--- config.mk ---
export PLATFORM = sky130hd
export DESIGN_NAME = sensor_conditioner
export DESIGN_NICKNAME = d
export VERILOG_FILES = /design/src/rtl/sensor_conditioner.sv
export SDC_FILE = /design/constraint.sdc
export NUM_CORES = 1
export LEC_CHECK = 0
export CORE_MARGIN = 5
export CORE_UTILIZATION = 30
export DETAILED_ROUTE_END_ITERATION = 7
export PLACE_DENSITY_LB_ADDON = 0.25
export SLEW_MARGIN = 5
export SYNTH_ARGS = -nofsm -noshare
export SYNTH_HDL_FRONTEND = slang
export SYNTH_SLANG_ARGS = --single-unit
--- constraint.sdc ---
create_clock -name clk -period 4.1 [get_ports clk]
set_input_delay 0.82 -clock clk [delete_from_list [all_inputs] [get_ports clk]]
set_output_delay 0.82 -clock clk [all_outputs]
set_load 0.01 [all_outputs]
--- src/rtl/sensor_conditioner.sv ---
// rtl/sensor_conditioner.sv - synchronize, debounce and latch loop-detector demand requests
// Three identical channels (0 = NN, 1 = NS, 2 = TH); only the oldest-request arbiter combines them.
module sensor_conditioner #(
    parameter int unsigned DEBOUNCE_CYCLES = 500,
    parameter int unsigned STUCK_CYCLES    = 1200000
) (
    input  logic       clk,
    input  logic       reset,
    input  logic       raw_nn,
    input  logic       raw_ns,
    input  logic       raw_th,
    input  logic [1:0] light_nn,
    input  logic [1:0] light_ns,
    input  logic [1:0] light_th,
    output logic       req_nn,
    output logic       req_ns,
    output logic       req_th,
    output logic [2:0] fault,
    output logic [1:0] oldest
);

    typedef enum logic [1:0] {
        S_IDLE   = 2'd0,
        S_REQ    = 2'd1,
        S_SERVED = 2'd2
    } req_state_t;

    localparam logic [16:0] DEB_TARGET   = 17'(DEBOUNCE_CYCLES);
    localparam logic [20:0] STUCK_TARGET = 21'(STUCK_CYCLES);
    localparam logic [15:0] AGE_MAX      = 16'hFFFF;

    logic [2:0]  raw;
    logic [1:0]  light [3];

    logic [2:0]  sync1_q, sync2_q;
    logic [2:0]  det_q, det_d;
    logic [2:0]  det_prev_q;
    logic [15:0] dbc_q [3];
    logic [15:0] dbc_d [3];
    logic [20:0] stuck_q [3];
    logic [20:0] stuck_d [3];
    logic [2:0]  fault_q, fault_d;
    logic [15:0] age_q [3];
    logic [15:0] age_d [3];
    logic [1:0]  oldest_q, oldest_d;
    logic [2:0]  req;

    req_state_t  state_q [3];
    req_state_t  state_d [3];

    assign raw      = {raw_th, raw_ns, raw_nn};
    assign light[0] = light_nn;
    assign light[1] = light_ns;
    assign light[2] = light_th;

    // A disagreement run of DEBOUNCE_CYCLES samples flips det; the counter restarts from zero afterwards.
    always_comb begin
        for (int c = 0; c < 3; c++) begin
            det_d[c] = det_q[c];
            dbc_d[c] = '0;
            if (sync2_q[c] != det_q[c]) begin
                if ({1'b0, dbc_q[c]} + 17'd1 == DEB_TARGET) begin
                    det_d[c] = sync2_q[c];
                end else begin
                    dbc_d[c] = dbc_q[c] + 16'd1;
                end
            end
        end
    end

    always_comb begin
        for (int c = 0; c < 3; c++) begin
            state_d[c] = state_q[c];
            case (state_q[c])
                S_IDLE: begin
                    if (det_q[c] && !det_prev_q[c]) begin
                        state_d[c] = (light[c] == 2'b10) ? S_SERVED : S_REQ;
                    end
                end
                S_REQ: begin
                    if (light[c] == 2'b10) begin
                        state_d[c] = S_SERVED;
                    end
                end
                S_SERVED: begin
                    // 2'b11 is handled as red alongside 2'b00.
                    if (light[c] == 2'b00 || light[c] == 2'b11) begin
                        state_d[c] = det_q[c] ? S_REQ : S_IDLE;
                    end
                end
                default: state_d[c] = S_IDLE;
            endcase
        end
    end

    always_comb begin
        for (int c = 0; c < 3; c++) begin
            stuck_d[c] = '0;
            fault_d[c] = fault_q[c];
            if (det_q[c]) begin
                stuck_d[c] = (stuck_q[c] == STUCK_TARGET) ? stuck_q[c] : stuck_q[c] + 21'd1;
                if (stuck_q[c] + 21'd1 == STUCK_TARGET) begin
                    fault_d[c] = 1'b1;
                end
            end
        end
    end

    always_comb begin
        for (int c = 0; c < 3; c++) begin
            req[c] = (state_q[c] == S_REQ) || fault_q[c];
        end
    end

    // Strict '>' while scanning NN, NS, TH gives the lower channel index the win on equal ages.
    always_comb begin
        logic [15:0] best_age;
        logic        found;
        oldest_d = 2'b00;
        best_age = '0;
        found    = 1'b0;
        for (int c = 0; c < 3; c++) begin
            age_d[c] = req[c] ? ((age_q[c] == AGE_MAX) ? age_q[c] : age_q[c] + 16'd1) : 16'd0;
            if (req[c] && (!found || age_q[c] > best_age)) begin
                found    = 1'b1;
                best_age = age_q[c];
                oldest_d = 2'(c + 1);
            end
        end
    end

    always_ff @(posedge clk) begin
        if (reset) begin
            sync1_q    <= '0;
            sync2_q    <= '0;
            det_q      <= '0;
            det_prev_q <= '0;
            fault_q    <= '0;
            oldest_q   <= 2'b00;
            for (int c = 0; c < 3; c++) begin
                dbc_q[c]   <= '0;
                stuck_q[c] <= '0;
                age_q[c]   <= '0;
                state_q[c] <= S_IDLE;
            end
        end else begin
            sync1_q    <= raw;
            sync2_q    <= sync1_q;
            det_q      <= det_d;
            det_prev_q <= det_q;
            fault_q    <= fault_d;
            oldest_q   <= oldest_d;
            for (int c = 0; c < 3; c++) begin
                dbc_q[c]   <= dbc_d[c];
                stuck_q[c] <= stuck_d[c];
                age_q[c]   <= age_d[c];
                state_q[c] <= state_d[c];
            end
        end
    end

    assign req_nn = req[0];
    assign req_ns = req[1];
    assign req_th = req[2];
    assign fault  = fault_q;
    assign oldest = oldest_q;

endmodule
Word level (Yosys, flattened, before mapping)
Memory sizes are Yosys's and may differ from the RTL's.
Index checks and enable logic that the tools add are counted.
Storage, ports and cells
  bits in writable memories: 165
  word-level logic and storage cells: 155
  output and inout port bits: 8
  memories kept: 4
  register bits: 17
Operators by class
  mux-type cells: 58
  bitwise gates (word level): 12
  reductions and logical operators: 30
  $lt $le $gt $ge: 2
  eq/ne operators: 27
  add/sub/neg operators: 12
Memories
  stuck_q: depth 3, width 21, read ports 3, clocked after Yosys merged registers in 0, write ports 3, line 40  | logic [20:0] stuck_q [3];
  age_q: depth 3, width 16, read ports 3, clocked after Yosys merged registers in 0, write ports 3, line 43  | logic [15:0] age_q [3];
  dbc_q: depth 3, width 16, read ports 3, clocked after Yosys merged registers in 0, write ports 3, line 38  | logic [15:0] dbc_q [3];
  state_q: depth 3, width 2, read ports 3, clocked after Yosys merged registers in 0, write ports 3, line 48  | req_state_t state_q [3];
Operator list (number)
  16-bit 2-to-1 mux: 20
  21-bit 2-to-1 mux: 9
  21-bit equality test, second input constant: 6
  16-bit by 1-bit adder with 16-bit output, second input constant: 6
  21-bit by 1-bit adder with 21-bit output, second input constant: 3
  16-bit by 1-bit adder with 17-bit output, second input constant: 3
  17-bit by 9-bit equality test with 1-bit output, second input constant: 3
  16-bit equality test, second input constant: 3
  2-bit 2-to-1 mux: 17
  16-bit > comparator: 2
  2-bit equality test, second input constant: 9
  2-bit one-hot mux with 3 select lines: 3
  2-bit logical NOT: 6
  1-bit bitwise OR: 12
  2-bit AND reduction: 6
  1-bit 2-to-1 mux: 9
  1-bit logical OR: 8
  2-bit by 1-bit equality test with 1-bit output, second input constant: 3
  1-bit logical AND: 5
  1-bit logical NOT: 5
  1-bit != test: 3

Longest topological paths before layout
An unclocked memory read counts as a cell.
  depth after elaboration: 12
  gate-level depth with buffers: 21
  gate-level depth less buffers: 18

Worst setup path after synthesis
OpenSTA, ideal clock, no wires.
  path type: reg2reg
  start point: memory state_q[0][1] (netlist name)
  end point: register oldest_q[1] (netlist: oldest[1])
  setup time: 115 ps
  buffers on the path: 3
  arrival: 4382 ps
  path slack: -397 ps
  clock period less this slack: 4497 ps
  stages on the path, launching flop included: 22
  cell sequence: dfxtp_1 -> inv_1 -> a21oi_1 -> inv_1 -> clkbuf_1 -> buf_1 -> nand2_1 -> ha_1 -> nor2b_1 -> o211ai_1 -> a2111oi_0 -> nor3_1 -> a21oi_1 -> clkbuf_1 -> a22oi_1 -> ha_1 -> a21o_1 -> a21o_1 -> a21oi_1 -> o22ai_1 -> o31ai_1 -> a21bo_2
RTL lines
  start, declared: line 48
  end signal, assigned: line 152  | oldest_q <= oldest_d;
  end, declared: line 45  | logic [1:0] oldest_q, oldest_d;

==> impl_metrics.xml <==
<?xml version="1.0" encoding="UTF-8"?>
<metrics>
  <group name="critical_path">
    <metric name="critical_path_peak_fanout" unit="">12</metric>
    <metric name="worstSetupEndpointType" unit="">flip-flop</metric>
    <metric name="critical_path_depth" unit="">22</metric>
    <metric name="cpPeakStageDelay" unit="ns">0.31</metric>
    <metric name="cp_num_buf_inv" unit="">6</metric>
    <metric name="reg_to_reg_setup_timing_slack" unit="ns">0.25</metric>
    <metric name="regToRegEndpoint" unit="">oldest[1]</metric>
    <metric name="cp.arrival" unit="ns">4.18</metric>
    <metric name="critical_path.cell_chain" unit="">inv_1, a21oi_2, inv_2, buf_4, nand2_1, ha_1, nand4_1, buf_4, nor4_4, buf_4, nand2_1, nand2_1, a21oi_2, buf_12, a22oi_1, ha_1, a21o_1, a21o_1, a21oi_1, o22ai_1, o31ai_2, a21bo_2</metric>
    <metric name="worst_ep_required_time" unit="ns">4.43</metric>
    <metric name="crit_path_from" unit="">state_q[0][1]</metric>
    <metric name="critical_path.top_delay_family" unit="">compound AO/OA/AOI/OAI gates</metric>
    <metric name="cp-endpoint" unit="">oldest[1]</metric>
    <metric name="criticalPathCategory" unit="">reg2reg</metric>
    <metric name="crit-reg2reg-launch" unit="">state_q[0][1]</metric>
    <metric name="kind_of_launch_point_of_the_worst_setup_path" unit="">flip-flop</metric>
    <metric name="worst-r2r-cell-count" unit="">22</metric>
    <metric name="cp_slowest_cell" unit="">sky130_fd_sc_hd__dfxtp_1</metric>
  </group>
  <group name="power_and_ir_drop">
    <metric name="power_leakage" unit="nW">3.80</metric>
    <metric name="pwr_density_cell" unit="nW/um2">306</metric>
    <metric name="largest_voltage_drop_on_the_vdd_net" unit="mV">0.225</metric>
  </group>
  <group name="floorplanning">
    <metric name="ios" unit="">19</metric>
    <metric name="core_region_area" unit="um2">32500</metric>
    <metric name="floorplan.initialDensity" unit="">0.304</metric>
    <metric name="die_y" unit="um">191</metric>
    <metric name="rows" unit="">66</metric>
    <metric name="dieArea" unit="um2">36600</metric>
    <metric name="horizontal_die_dimension" unit="um">191</metric>
  </group>
  <group name="finish">
    <metric name="fill_cell_instance_count_of_the_final_layout" unit="">3338</metric>
    <metric name="final_net_count" unit="">1308</metric>
    <metric name="final_instance_area" unit="um2">11500</metric>
    <metric name="finish.utilization" unit="">0.353</metric>
    <metric name="n_antenna_cell" unit="">0</metric>
    <metric name="layoutNonFillerInstCount" unit="">1702</metric>
    <metric name="drive_above_1_share" unit="">0.0857</metric>
    <metric name="layout-area-overhead-vs-synth" unit="%">16.4</metric>
  </group>
  <group name="logic_synthesis">
    <metric name="total_nets_after_synthesis" unit="">1265</metric>
    <metric name="yosysUniqueCellTypes" unit="">65</metric>
    <metric name="synthCells" unit="">1204</metric>
    <metric name="yosys_most_used_dff" unit="">sky130_fd_sc_hd__dfxtp_1</metric>
    <metric name="synth_area_per_cell" unit="um2">8.19</metric>
    <metric name="asyncSetResetFlopFracSynth" unit="">0</metric>
    <metric name="synth_enable_flop_cells" unit="">0</metric>
    <metric name="yosys_register_bits" unit="">182</metric>
    <metric name="yosysWarnings" unit="">0</metric>
    <metric name="synth_seq_area_share" unit="">0.370</metric>
    <metric name="synth.cell_area" unit="um2">9860</metric>
  </group>
  <group name="drt">
    <metric name="vias_per_cell" unit="">4.84</metric>
    <metric name="vias" unit="">8246</metric>
    <metric name="detail_route.wirelength" unit="um">22700</metric>
    <metric name="drc" unit="">0</metric>
    <metric name="drt_pre_antenna_iters" unit="">4</metric>
    <metric name="ant_nets" unit="">0</metric>
    <metric name="post_drt_wl_per_cell" unit="um">13.4</metric>
    <metric name="number_of_drc_violations_after_detailed_routing_iteration_0" unit="">405</metric>
  </group>
  <group name="grt">
    <metric name="grt-ovfl-total" unit="">0</metric>
    <metric name="antenna_found_initial" unit="">0</metric>
    <metric name="total_routing_resource_utilization_after_global_routing" unit="">0.126</metric>
    <metric name="largest_net_degree_at_the_start_of_global_routing" unit="">20</metric>
    <metric name="via_count_of_the_first_global_routing_pass" unit="">7727</metric>
    <metric name="global_route_wire_length_before_repair" unit="um">38300</metric>
  </group>
  <group name="sta">
    <metric name="clock-skew-final" unit="ns">0.0152</metric>
    <metric name="hold_violations" unit="">0</metric>
    <metric name="slew_violations" unit="">0</metric>
    <metric name="timing_worst_slew_pin_value" unit="ns">0.928</metric>
    <metric name="hold_ws" unit="ns">0.456</metric>
    <metric name="report.final.setup_viol" unit="">0</metric>
    <metric name="fin_tns_setup" unit="ns">0</metric>
    <metric name="final.period_utilization" unit="">0.940</metric>
    <metric name="max_freq" unit="GHz">0.260</metric>
    <metric name="slew-limit-headroom" unit="">0.380</metric>
    <metric name="finalWorstPathRequiredPeriod" unit="ns">3.85</metric>
  </group>
  <group name="clock_tree">
    <metric name="tritoncts" unit="">yes</metric>
    <metric name="cts.root.buffer_cell" unit="">sky130_fd_sc_hd__clkbuf_16</metric>
    <metric name="clk_transition_reported_paths" unit="ns">0.07</metric>
    <metric name="h-tree-depth" unit="">4</metric>
    <metric name="cts_num_sinks" unit="">182</metric>
    <metric name="clock_path_buffers" unit="">2</metric>
    <metric name="cts_hold_buffers" unit="">0</metric>
    <metric name="cts-buffers-inserted" unit="">17</metric>
    <metric name="clock_latency" unit="ns">0.44</metric>
  </group>
  <group name="place">
    <metric name="dpl_cell_area" unit="um2">10800</metric>
    <metric name="buffers_added_on_ports" unit="">18</metric>
    <metric name="hpwlAfterDp" unit="um">16500</metric>
    <metric name="number_of_placed_instances_with_taps_included" unit="">1667</metric>
    <metric name="gp_congestion" unit="">0.895</metric>
  </group>
  <group name="hold_path">
    <metric name="worst_hold_stages" unit="">1</metric>
    <metric name="worstHoldPathType" unit="">reg2reg</metric>
  </group>
  <group name="status">
    <metric name="outcome" unit="">completed</metric>
  </group>
  <group name="job">
    <metric name="cap_violations" unit="">0</metric>
  </group>
</metrics>
[worst register-to-register path: stages, from the launching register on]
cell                      delay (ns)
sky130_fd_sc_hd__dfxtp_1        0.31
sky130_fd_sc_hd__inv_1          0.08
sky130_fd_sc_hd__a21oi_2        0.08
sky130_fd_sc_hd__inv_2          0.11
sky130_fd_sc_hd__buf_4          0.14
sky130_fd_sc_hd__nand2_1        0.05
sky130_fd_sc_hd__ha_1           0.30
sky130_fd_sc_hd__nand4_1        0.16
sky130_fd_sc_hd__buf_4          0.21
sky130_fd_sc_hd__nor4_4         0.28
sky130_fd_sc_hd__buf_4          0.16
sky130_fd_sc_hd__nand2_1        0.05
sky130_fd_sc_hd__nand2_1        0.07
sky130_fd_sc_hd__a21oi_2        0.07
sky130_fd_sc_hd__buf_12         0.17
sky130_fd_sc_hd__a22oi_1        0.15
sky130_fd_sc_hd__ha_1           0.28
sky130_fd_sc_hd__a21o_1         0.16
sky130_fd_sc_hd__a21o_1         0.16
sky130_fd_sc_hd__a21oi_1        0.15
sky130_fd_sc_hd__o22ai_1        0.11
sky130_fd_sc_hd__o31ai_2        0.22
sky130_fd_sc_hd__a21bo_2        0.25
[flip-flops by register name (all words and copies together), names as in the netlist]
| signal | count |
|---|---|
| stuck_q | 63 |
| age_q | 48 |
| dbc_q | 48 |
| state_q | 6 |
| det_prev_q | 3 |
| det_q | 3 |
| fault | 3 |
| sync1_q | 3 |
| sync2_q | 3 |
| oldest | 2 |
[where the power goes]
group          internal (mW)  switching (mW)
logic                 0.0170          0.0167
clock network          0.881           0.827
registers               1.77         0.00207
[cells by family after synthesis]
kind of cell	after synthesis	share of synthesized area
buffers and inverters	88	0.0344
AO/OA/AOI/OAI	142	0.0953
adder cells (fa/ha/maj)	50	0.0635
AND/OR/NAND/NOR	588	0.298
XOR/XNOR	137	0.122
multiplexers	17	0.0179
flip-flops	182	0.370
[routing by layer]
layer,GRT usage,vias to the layer above,wire (um)
met5,0,-,0
met2,0.204,90,10300
li1,-,4284,-
met1,0.172,3847,11500
met4,0.0365,0,385
met3,0.0210,25,590
[how the worst min path moves through the flow]
stage / startpoint / endpoint / slack, ns
final: dbc_q[0][16] / dbc_q[0][16] / 0.46
after global routing: sync1_q[1] / sync2_q[1] / 0.47
after CTS: sync1_q[1] / sync2_q[1] / 0.46
after detailed placement: sync1_q[1] / sync2_q[1] / 0.43
after global placement: dbc_q[0][16] / dbc_q[0][16] / 0.44
after floorplan: sync1_q[0] / sync2_q[0] / 0.41
[timing repair]
| item | 4_1_cts | 5_1_grt |
|---|---|---|
| buffers inserted | 0 | 3 |
| hold endpoints to repair | 0 | 0 |
| gates resized for setup | 2 | 11 |
| setup endpoints to repair | 2 | 2 |
| pin swaps | 0 | 4 |
[synth_stat cells, types with 6 or more instances]
cell type | number | share of area
sky130_fd_sc_hd__a22oi_1 | 18 | 0.014
sky130_fd_sc_hd__dfxtp_1 | 182 | 0.37
sky130_fd_sc_hd__inv_1 | 47 | 0.018
sky130_fd_sc_hd__xnor2_1 | 77 | 0.068
sky130_fd_sc_hd__xor2_1 | 60 | 0.053
sky130_fd_sc_hd__o22ai_1 | 7 | 0.0044
sky130_fd_sc_hd__a31oi_1 | 12 | 0.0076
sky130_fd_sc_hd__nor3b_1 | 7 | 0.0053
sky130_fd_sc_hd__nand2b_1 | 22 | 0.014
sky130_fd_sc_hd__or2_2 | 7 | 0.0044
sky130_fd_sc_hd__a21oi_1 | 32 | 0.016
sky130_fd_sc_hd__ha_1 | 50 | 0.063
sky130_fd_sc_hd__nand3_1 | 61 | 0.031
sky130_fd_sc_hd__a211oi_1 | 6 | 0.0046
sky130_fd_sc_hd__or3_1 | 13 | 0.0083
sky130_fd_sc_hd__nor4_1 | 17 | 0.011
sky130_fd_sc_hd__nor3_1 | 41 | 0.021
sky130_fd_sc_hd__and4_1 | 15 | 0.013
sky130_fd_sc_hd__nor2b_1 | 17 | 0.011
sky130_fd_sc_hd__mux2i_1 | 15 | 0.015
sky130_fd_sc_hd__nand2_1 | 93 | 0.035
sky130_fd_sc_hd__and3_1 | 16 | 0.010
sky130_fd_sc_hd__o21ai_0 | 23 | 0.012
sky130_fd_sc_hd__nor2_1 | 203 | 0.077
sky130_fd_sc_hd__clkbuf_1 | 34 | 0.013
sky130_fd_sc_hd__and2_1 | 10 | 0.0063
sky130_fd_sc_hd__nand4_1 | 41 | 0.026
[metrics by stage]
stage,total power [mW],setup slack (ns)
2_1_floorplan,1.83,0.00151
3_3_place_gp,1.85,-0.0201
3_5_place_dp,1.85,-0.0755
4_1_cts,3.59,0.00410
5_1_grt,3.64,-0.0164
6_report,3.51,0.247
[placed cells by master, fill, tap and decap left out, types with 17 or more instances in the layout]
master                              n
sky130_fd_sc_hd__nand2_1           93
sky130_fd_sc_hd__xor2_1            60
sky130_fd_sc_hd__ha_1              50
sky130_fd_sc_hd__clkdlybuf4s50_1   18
sky130_fd_sc_hd__dfxtp_1          182
sky130_fd_sc_hd__o21ai_0           22
sky130_fd_sc_hd__nor3_1            39
sky130_fd_sc_hd__clkbuf_16         17
sky130_fd_sc_hd__nand2b_1          22
sky130_fd_sc_hd__nor2b_1           17
sky130_fd_sc_hd__a22oi_1           17
sky130_fd_sc_hd__a21oi_1           30
sky130_fd_sc_hd__nand3_1           61
sky130_fd_sc_hd__xnor2_1           77
sky130_fd_sc_hd__nor2_1           203
sky130_fd_sc_hd__buf_4             46
sky130_fd_sc_hd__inv_1             46
sky130_fd_sc_hd__nand4_1           41
[cell type report]
type | instances | area, um2 | share of cell area
clock buffers | 17 | 425 | 0.0371
multi-input cells | 934 | 5940 | 0.518
well taps | 442 | 553 | 0.0482
repair buffers | 65 | 546 | 0.0476
inverters | 47 | 176 | 0.0154
clock inverters | 15 | 184 | 0.0160
flip-flops and latches | 182 | 3640 | 0.318
Power figures use the tool's default switching activity.
